$ cat src/rtl/bcd_result_converter_if.sv
// ---------------------------------------------------------------------------
// bcd_result_converter_if
//   Handshake and data bundle between the calculator controller (master) and
//   the sequential binary-to-BCD converter (slave).
//
//   start_i : controller requests a conversion of bin_i
//   bin_i   : WIDTH-bit unsigned sum from the adder stage (carry included)
//   busy_o  : conversion in progress
//   done_o  : one-cycle pulse when bcd_o / ovf_o update
//   bcd_o   : packed BCD result, digit 0 in bits [3:0]
//   ovf_o   : result did not fit in DIGITS digits
// ---------------------------------------------------------------------------
interface bcd_result_converter_if #(
  parameter int WIDTH  = 9,
  parameter int DIGITS = 3
);
  logic                  start_i;
  logic [WIDTH-1:0]      bin_i;
  logic                  busy_o;
  logic                  done_o;
  logic [4*DIGITS-1:0]   bcd_o;
  logic                  ovf_o;

  modport master (
    output start_i, bin_i,
    input  busy_o, done_o, bcd_o, ovf_o
  );

  modport slave (
    input  start_i, bin_i,
    output busy_o, done_o, bcd_o, ovf_o
  );
endinterface

$ cat src/rtl/bcd_result_converter.sv
// ---------------------------------------------------------------------------
// bcd_result_converter
//   Converts the adder's WIDTH-bit sum to DIGITS packed BCD digits using the
//   shift-and-add-3 (double-dabble) algorithm, one input bit per clock.
//   A conversion takes WIDTH cycles from the accepting edge to done_o.
//
//   clk : rising-edge clock
//   rst : asynchronous, active-high reset
//   bus : bcd_result_converter_if slave modport
//         (start_i, bin_i in; busy_o, done_o, bcd_o, ovf_o out)
// ---------------------------------------------------------------------------
module bcd_result_converter #(
  parameter int WIDTH  = 9,
  parameter int DIGITS = 3
) (
  input  logic                   clk,
  input  logic                   rst,
  bcd_result_converter_if.slave  bus
);

  localparam int CNT_W = $clog2(WIDTH + 1);
  localparam int BCD_W = 4 * DIGITS;

  typedef enum logic {
    IDLE  = 1'b0,
    SHIFT = 1'b1
  } state_t;

  state_t             state_q, state_d;
  logic [WIDTH-1:0]   bin_q;
  logic [BCD_W-1:0]   acc_q;
  logic [CNT_W-1:0]   cnt_q;
  logic               ovf_q;
  logic [BCD_W-1:0]   bcd_q;
  logic               ovf_out_q;
  logic               done_q;

  // FSM decode
  logic               load;
  logic               step;
  logic               finish;

  // One double-dabble iteration computed from the current state
  logic [BCD_W-1:0]   acc_adj;
  logic [BCD_W-1:0]   acc_nxt;
  logic [WIDTH-1:0]   bin_nxt;
  logic               carry_out;
  logic               ovf_nxt;

  // -------------------------------------------------------------------------
  // Iteration datapath: add 3 to each digit >= 5, then shift {acc, bin} left.
  // Digits are corrected independently; no carry crosses a digit boundary.
  // -------------------------------------------------------------------------
  always_comb begin
    // NOTE: every variable driven here gets a default first so no latch is
    // inferred on paths that skip an assignment.
    acc_adj = acc_q;
    for (int k = 0; k < DIGITS; k++) begin
      if (acc_q[4*k +: 4] >= 4'd5) begin
        acc_adj[4*k +: 4] = acc_q[4*k +: 4] + 4'd3;
      end
    end
    {carry_out, acc_nxt, bin_nxt} = {acc_adj, bin_q, 1'b0};
    // The bit leaving the top digit means the value exceeds DIGITS digits;
    // what remains in acc is the value modulo 10^DIGITS.
    ovf_nxt = ovf_q | carry_out;
  end

  // -------------------------------------------------------------------------
  // FSM next-state and control
  // -------------------------------------------------------------------------
  always_comb begin
    state_d = state_q;
    load    = 1'b0;
    step    = 1'b0;
    finish  = 1'b0;
    case (state_q)
      IDLE: begin
        if (bus.start_i) begin
          state_d = SHIFT;
          load    = 1'b1;
        end
      end
      SHIFT: begin
        step = 1'b1;
        // cnt_q == 1 marks the last iteration; results publish on this edge.
        if (cnt_q == CNT_W'(1)) begin
          finish  = 1'b1;
          state_d = IDLE;
        end
      end
      default: state_d = IDLE;
    endcase
  end

  // -------------------------------------------------------------------------
  // State register
  // -------------------------------------------------------------------------
  // NOTE: sequential state uses non-blocking assignments so every register
  // samples pre-edge values, independent of statement order.
  always_ff @(posedge clk or posedge rst) begin
    if (rst) begin
      state_q <= IDLE;
    end else begin
      state_q <= state_d;
    end
  end

  // -------------------------------------------------------------------------
  // Datapath and output registers
  // -------------------------------------------------------------------------
  // NOTE: all datapath registers are reset here; they are plain flops, not a
  // memory array, so an async clear is cheap and keeps outputs defined.
  always_ff @(posedge clk or posedge rst) begin
    if (rst) begin
      bin_q     <= '0;
      acc_q     <= '0;
      cnt_q     <= '0;
      ovf_q     <= 1'b0;
      bcd_q     <= '0;
      ovf_out_q <= 1'b0;
      done_q    <= 1'b0;
    end else begin
      done_q <= finish;
      if (load) begin
        bin_q <= bus.bin_i;
        acc_q <= '0;
        cnt_q <= CNT_W'(WIDTH);
        ovf_q <= 1'b0;
      end else if (step) begin
        bin_q <= bin_nxt;
        acc_q <= acc_nxt;
        cnt_q <= cnt_q - CNT_W'(1);
        ovf_q <= ovf_nxt;
      end
      if (finish) begin
        bcd_q     <= acc_nxt;
        ovf_out_q <= ovf_nxt;
      end
    end
  end

  assign bus.busy_o = (state_q == SHIFT);
  assign bus.done_o = done_q;
  assign bus.bcd_o  = bcd_q;
  assign bus.ovf_o  = ovf_out_q;

endmodule

$ cat src/flat_wrapper.sv
// flat-port wrapper written by rule: the top's interface ports become plain ports
module bcd_result_converter_flat 
#(
  parameter int WIDTH  = 9,
  parameter int DIGITS = 3
)
  (clk, rst, bus_start_i, bus_bin_i, bus_busy_o, bus_done_o, bus_bcd_o, bus_ovf_o);
  bcd_result_converter_if #(.WIDTH(WIDTH), .DIGITS(DIGITS)) bus_i ();
  input  logic clk;
  input  logic rst;
  input wire logic [$bits(bus_i.start_i)-1:0] bus_start_i;
  input wire logic [$bits(bus_i.bin_i)-1:0] bus_bin_i;
  output wire logic [$bits(bus_i.busy_o)-1:0] bus_busy_o;
  output wire logic [$bits(bus_i.done_o)-1:0] bus_done_o;
  output wire logic [$bits(bus_i.bcd_o)-1:0] bus_bcd_o;
  output wire logic [$bits(bus_i.ovf_o)-1:0] bus_ovf_o;
  assign bus_i.start_i = bus_start_i;
  assign bus_i.bin_i = bus_bin_i;
  assign bus_busy_o = bus_i.busy_o;
  assign bus_done_o = bus_i.done_o;
  assign bus_bcd_o = bus_i.bcd_o;
  assign bus_ovf_o = bus_i.ovf_o;
  bcd_result_converter #(.WIDTH(WIDTH), .DIGITS(DIGITS)) u_core (.clk(clk), .rst(rst), .bus(bus_i));
endmodule
$ cat config.mk
export PLATFORM = sky130hd
export DESIGN_NAME = bcd_result_converter_flat
export DESIGN_NICKNAME = d
export VERILOG_FILES = /design/src/rtl/bcd_result_converter_if.sv /design/src/rtl/bcd_result_converter.sv /design/src/flat_wrapper.sv
export SDC_FILE = /design/constraint.sdc
export NUM_CORES = 1
export LEC_CHECK = 0
export BUFFER_PORTS_ARGS = -buffer_cell sky130_fd_sc_hd__buf_2
export CAP_MARGIN = 20
export CORE_ASPECT_RATIO = 0.6
export CORE_MARGIN = 10
export CORE_UTILIZATION = 56
export DETAILED_ROUTE_END_ITERATION = 16
export PLACE_DENSITY = 0.81
export SETUP_SLACK_MARGIN = 0.05
export SYNTH_ARGS = -nofsm -noshare
export SYNTH_HDL_FRONTEND = slang
export SYNTH_SLANG_ARGS = --single-unit
$ cat constraint.sdc
create_clock -name clk -period 1.63 [get_ports clk]
set_input_delay 0.2445 -clock clk [delete_from_list [all_inputs] [get_ports clk]]
set_output_delay 0.2445 -clock clk [all_outputs]
set_load 0.05 [all_outputs]
## Word level (Yosys, flattened, before mapping)

Index checks and enable logic that the tools add are counted.
W data, S select, Z words.

- Output and inout port bits: 15
- Bits in registers: 41
- Input bits: 12

- Muxes and demuxes: 18
- $lt $le $gt $ge: 3
- Equality and inequality tests: 1
- Bitwise operators: 2
- $add $sub $neg: 4
- Reduce and logical (&&, ||, !) cells: 1

Operators by type and width:

| cell | number |
|---|---|
| $mux W12 | 2 |
| $mux W4 | 5 |
| $mux W9 | 2 |
| $add A4 B2 Y4 const B | 3 |
| $ge A4 B3 Y1 const B | 3 |
| $mux W1 | 8 |
| $eq A4 B1 Y1 const B | 1 |
| $sub A4 B1 Y4 const B | 1 |
| $pmux W1 S2 | 1 |
| $reduce_bool A2 Y1 | 1 |
| $not A1 Y1 | 1 |
| $or A1 B1 Y1 | 1 |

## Depth between registers and ports, before layout

- Depth in word-level cells: 5
- Mapped depth: 6

## Least setup slack after synthesis

Ideal clock, no wire load.

- Kind: register to register
- Start: register u_core.state_q (netlist: u_core.bus.busy_o)
- End: register u_core.bcd_q[0] (netlist: u_core.bus.bcd_o[0])
- Data arrival time: 1.534 ns
- Stages on the path, launching flop included: 5
- Setup slack: -0.030 ns
- Data required time: 1.505 ns
- Buffers on the path: 1
- Cells stage by stage: dfrtp_1 nor2b_4 and3b_4 buf_6 mux2_4

- Longest elaborated chain between the ends: 1

Ends and longest elaborated chain:

| item | RTL line | source |
|---|---|---|
| start, declared | bcd_result_converter.sv:29 | `state_t state_q, state_d;` |
| start signal, assigned | bcd_result_converter.sv:105 | `state_q <= state_d;` |
| $mux W1 | bcd_result_converter.sv:77 | `case (state_q)` |
| end signal, assigned | bcd_result_converter.sv:137 | `bcd_q <= acc_nxt;` |
| end, declared | bcd_result_converter.sv:34 | `logic [BCD_W-1:0] bcd_q;` |

No other way between the ends.
A chain may end at the register's enable or synchronous reset.

## Final worst setup path

- Start: register u_core.state_q (netlist: u_core.bus.busy_o)
- End: output port bus_busy_o

RTL lines:

| item | RTL line | source |
|---|---|---|
| end, declared | flat_wrapper.sv:13 | `output wire logic [$bits(bus_i.busy_o)-1:0] bus_busy_o;` |

No word-level cell between the ends.

==> impl_metrics.yaml <==
status:
  status: "completed"
floorplan:
  die_area_um2: 6410
  num_rows: 16
  core-area_um2: 3340
  die_y_um: 66.2
  fp.dieW_um: 96.9
  start_util_pct: 59.5
  io_pins: 27
timing:
  max_slew.worst_pin.slew_ns: 0.359
  post-route-min-period_ns: 1.53
  hold_violations: 0
  finalSetupViolCount: 0
  holdWs_ns: 0.222
  period_share_pct: 93.9
  rsz0062_at_grt: "no"
  fin_skew_ns: 0.0101
  slew_headroom_pct: 76.1
  report.final.slew_viol_count: 0
  setup_tns_ns: 0
  fmaxAchievable_mhz: 653
synthesis:
  syn_area_um2: 1990
  yosysUniqueCellTypes: 31
  yosysMostFrequentCell: "dfrtp_1"
  synth_fp_nets: 205
  synth_seq_cells: 41
  synth_top_area_share_pct: 51.6
  synth-edff-count: 0
  synthFlopType: "dfrtp_1"
  synth.area.top_cells: "dfrtp_1, mux2i_1, ha_1"
  yosysSeqAreaShare_pct: 51.6
  syn_inst: 185
  synthArstFlopShare_pct: 100
  yosys_warnings: 0
  synth_largest_area_cell: "dfrtp_1"
  ys_top_cells_by_count: "dfrtp_1, nand2_1, o21ai_0, inv_1, mux2i_1"
  avgSynthCellArea_um2: 10.8
cts:
  htree_levels: 2
  clock-root-buffer: "clkbuf_8"
  cts_buffers: 5
  cts_max_path_buffers: 2
  path_clk_slew_ns: 0.08
  cts_sinks: 41
  cts_tree: "done"
  clock_latency_ns: 0.29
worst_setup_path:
  crit_chain: "buf_4 > buf_2"
  worstSetupPathType: "reg2out"
  cpMaxStageDelayCell: "dfrtp_2"
  cp-start-kind: "flop"
  worstSetupEndpointType: "output port"
  cp.arrival_ns: 1.29
  rrSetupSlack_ns: 0.1
  crit_fanout: 27
  cp.required_ns: 1.39
  slowest_delay_ns: 0.38
  cp_num_buf_inv: 2
  crit_family: "buffers and inverters"
power:
  vdd_ir_drop_max_v: 0.00128
  p_leak_nw: 1.17
  powerDensity_nw_per_um2: 2340
global_route:
  grt_use_total_pct: 13.9
  grt_antenna_before_repair: 0
  grt_overflow_total: 0
  grt_pass1_wl_um: 7310
  grt_max_degree: 28
  first_global_vias: 1518
placed_design:
  io_buffers: 26
  hpwl_um: 3130
  place_congestion: 0.853
route:
  drt_iter0_markers: 92
  finalWirelength_um: 4590
  avgViaCountPerCell: 5.65
  postRouteAntennaNets: 0
  vias: 1521
  drc: 0
  first_pass_iters: 4
  wl_per_cell_um: 17.1
final_layout:
  fillCellCount: 221
  drive_above_1_share_pct: 31.7
  fin_util_pct: 71.2
  syn_to_final_growth_pct: 19.7
  diodes: 0
  nNetsFinal: 243
job:
  max-cap-violations: 0
min_path:
  hp-class: "in2reg"
[placed cells by master (no fill, tap or decap), drive strengths merged, types with 3 or more instances in the layout]
| cell | count |
|---|---|
| dfrtp | 41 |
| buf | 39 |
| nand2 | 16 |
| o21ai | 16 |
| inv | 15 |
| a21oi | 13 |
| mux2i | 12 |
| nor2 | 12 |
| ha | 8 |
| clkbuf | 7 |
| mux2 | 7 |
| a31oi | 4 |
| nor3 | 4 |
| a22o | 4 |
| o22ai | 3 |
| nor3b | 3 |
| xnor2 | 3 |
| a21o | 3 |
| nand3 | 3 |
| nand2b | 3 |
[state kept, by name, summed over array words and instances (netlist names)]
| signal | count |
|---|---|
| u_core.cnt_q | 4 |
| u_core.bin_q | 9 |
| u_core.ovf_q | 1 |
| u_core.bus.busy_o | 1 |
| u_core.bus.done_o | 1 |
| u_core.acc_q | 12 |
| u_core.bus.bcd_o | 12 |
| u_core.bus.ovf_o | 1 |
[worst paths after layout]
path	start	to	cells after the start
min in group asynchronous	rst	u_core.acc_q[0]	4
max in group asynchronous	rst	u_core.acc_q[4]	4
worst min-delay path	bus_bin_i[0]	u_core.bin_q[0]	3
worst max-delay path	u_core.bus.busy_o	bus_busy_o	2
worst max register to register	u_core.acc_q[4]	u_core.bus.bcd_o[6]	5
worst min register to register	u_core.bin_q[2]	u_core.bin_q[3]	2
[per-layer routing]
metal	global-route usage, %	vias up	wire (um)
li1	-	713	-
met1	15.4	744	1920
met2	24.0	54	2290
met3	5.11	10	287
met4	5.86	0	85
met5	0	-	0
[tightest hold or removal path, stage by stage]
cell and delay (ns):
buf_2 0.08, mux2i_1 0.06, nor2_1 0.09
[logic make-up (layout without fill, tap and decap cells)]
family,count (synthesis),in the layout,share of synthesized area (%)
buffers and inverters,24,63,5.79
and+or+nand+nor,44,44,10.9
AOI/OAI and AO/OA,46,46,14.2
xor gates and xnor gates,3,3,1.32
DFF,41,41,51.6
muxes,19,19,11.1
adders and majority gates,8,8,5.03
[final cells by class]
cell class                      count  area, um2  area share [%]
Multi-Input combinational cell    120        888            37.3
Clock inverter                      1       5.00           0.210
Timing Repair Buffer               40        250            10.5
Tap cell                           45       56.3            2.36
Sequential cell                    41       1030            43.2
Clock buffer                        7       96.3            4.05
Inverter                           15       56.3            2.36
[through the flow]
step / instances / cell area (um2) / setup slack [ns] / total power [mW]
2_1_floorplan: 185 / 1990 / 0.138 / 3.92
3_3_place_gp: 255 / 2180 / 0.164 / 4.38
3_5_place_dp: 255 / 2180 / 0.0451 / 4.58
4_1_cts: 265 / 2300 / 0.0535 / 5.36
5_1_grt: 269 / 2380 / 0.0441 / 5.90
6_report: 269 / 2380 / 0.0996 / 5.56
[where the power goes]
group / switching (mW) / internal [mW]
Sequential: 0.358 / 1.48
Combinational: 1.82 / 1.18
Clock: 0.351 / 0.383
Total: 2.52 / 3.04
[timing repair]
item	4_1_cts	5_1_grt
gates resized for setup	1	9
endpoints found under the setup margin	3	13
hold buffers	1	0
endpoints found under the hold margin	25	0
buffers inserted	1	4
pin swaps	1	6
(Power assumes the default switching activity.)
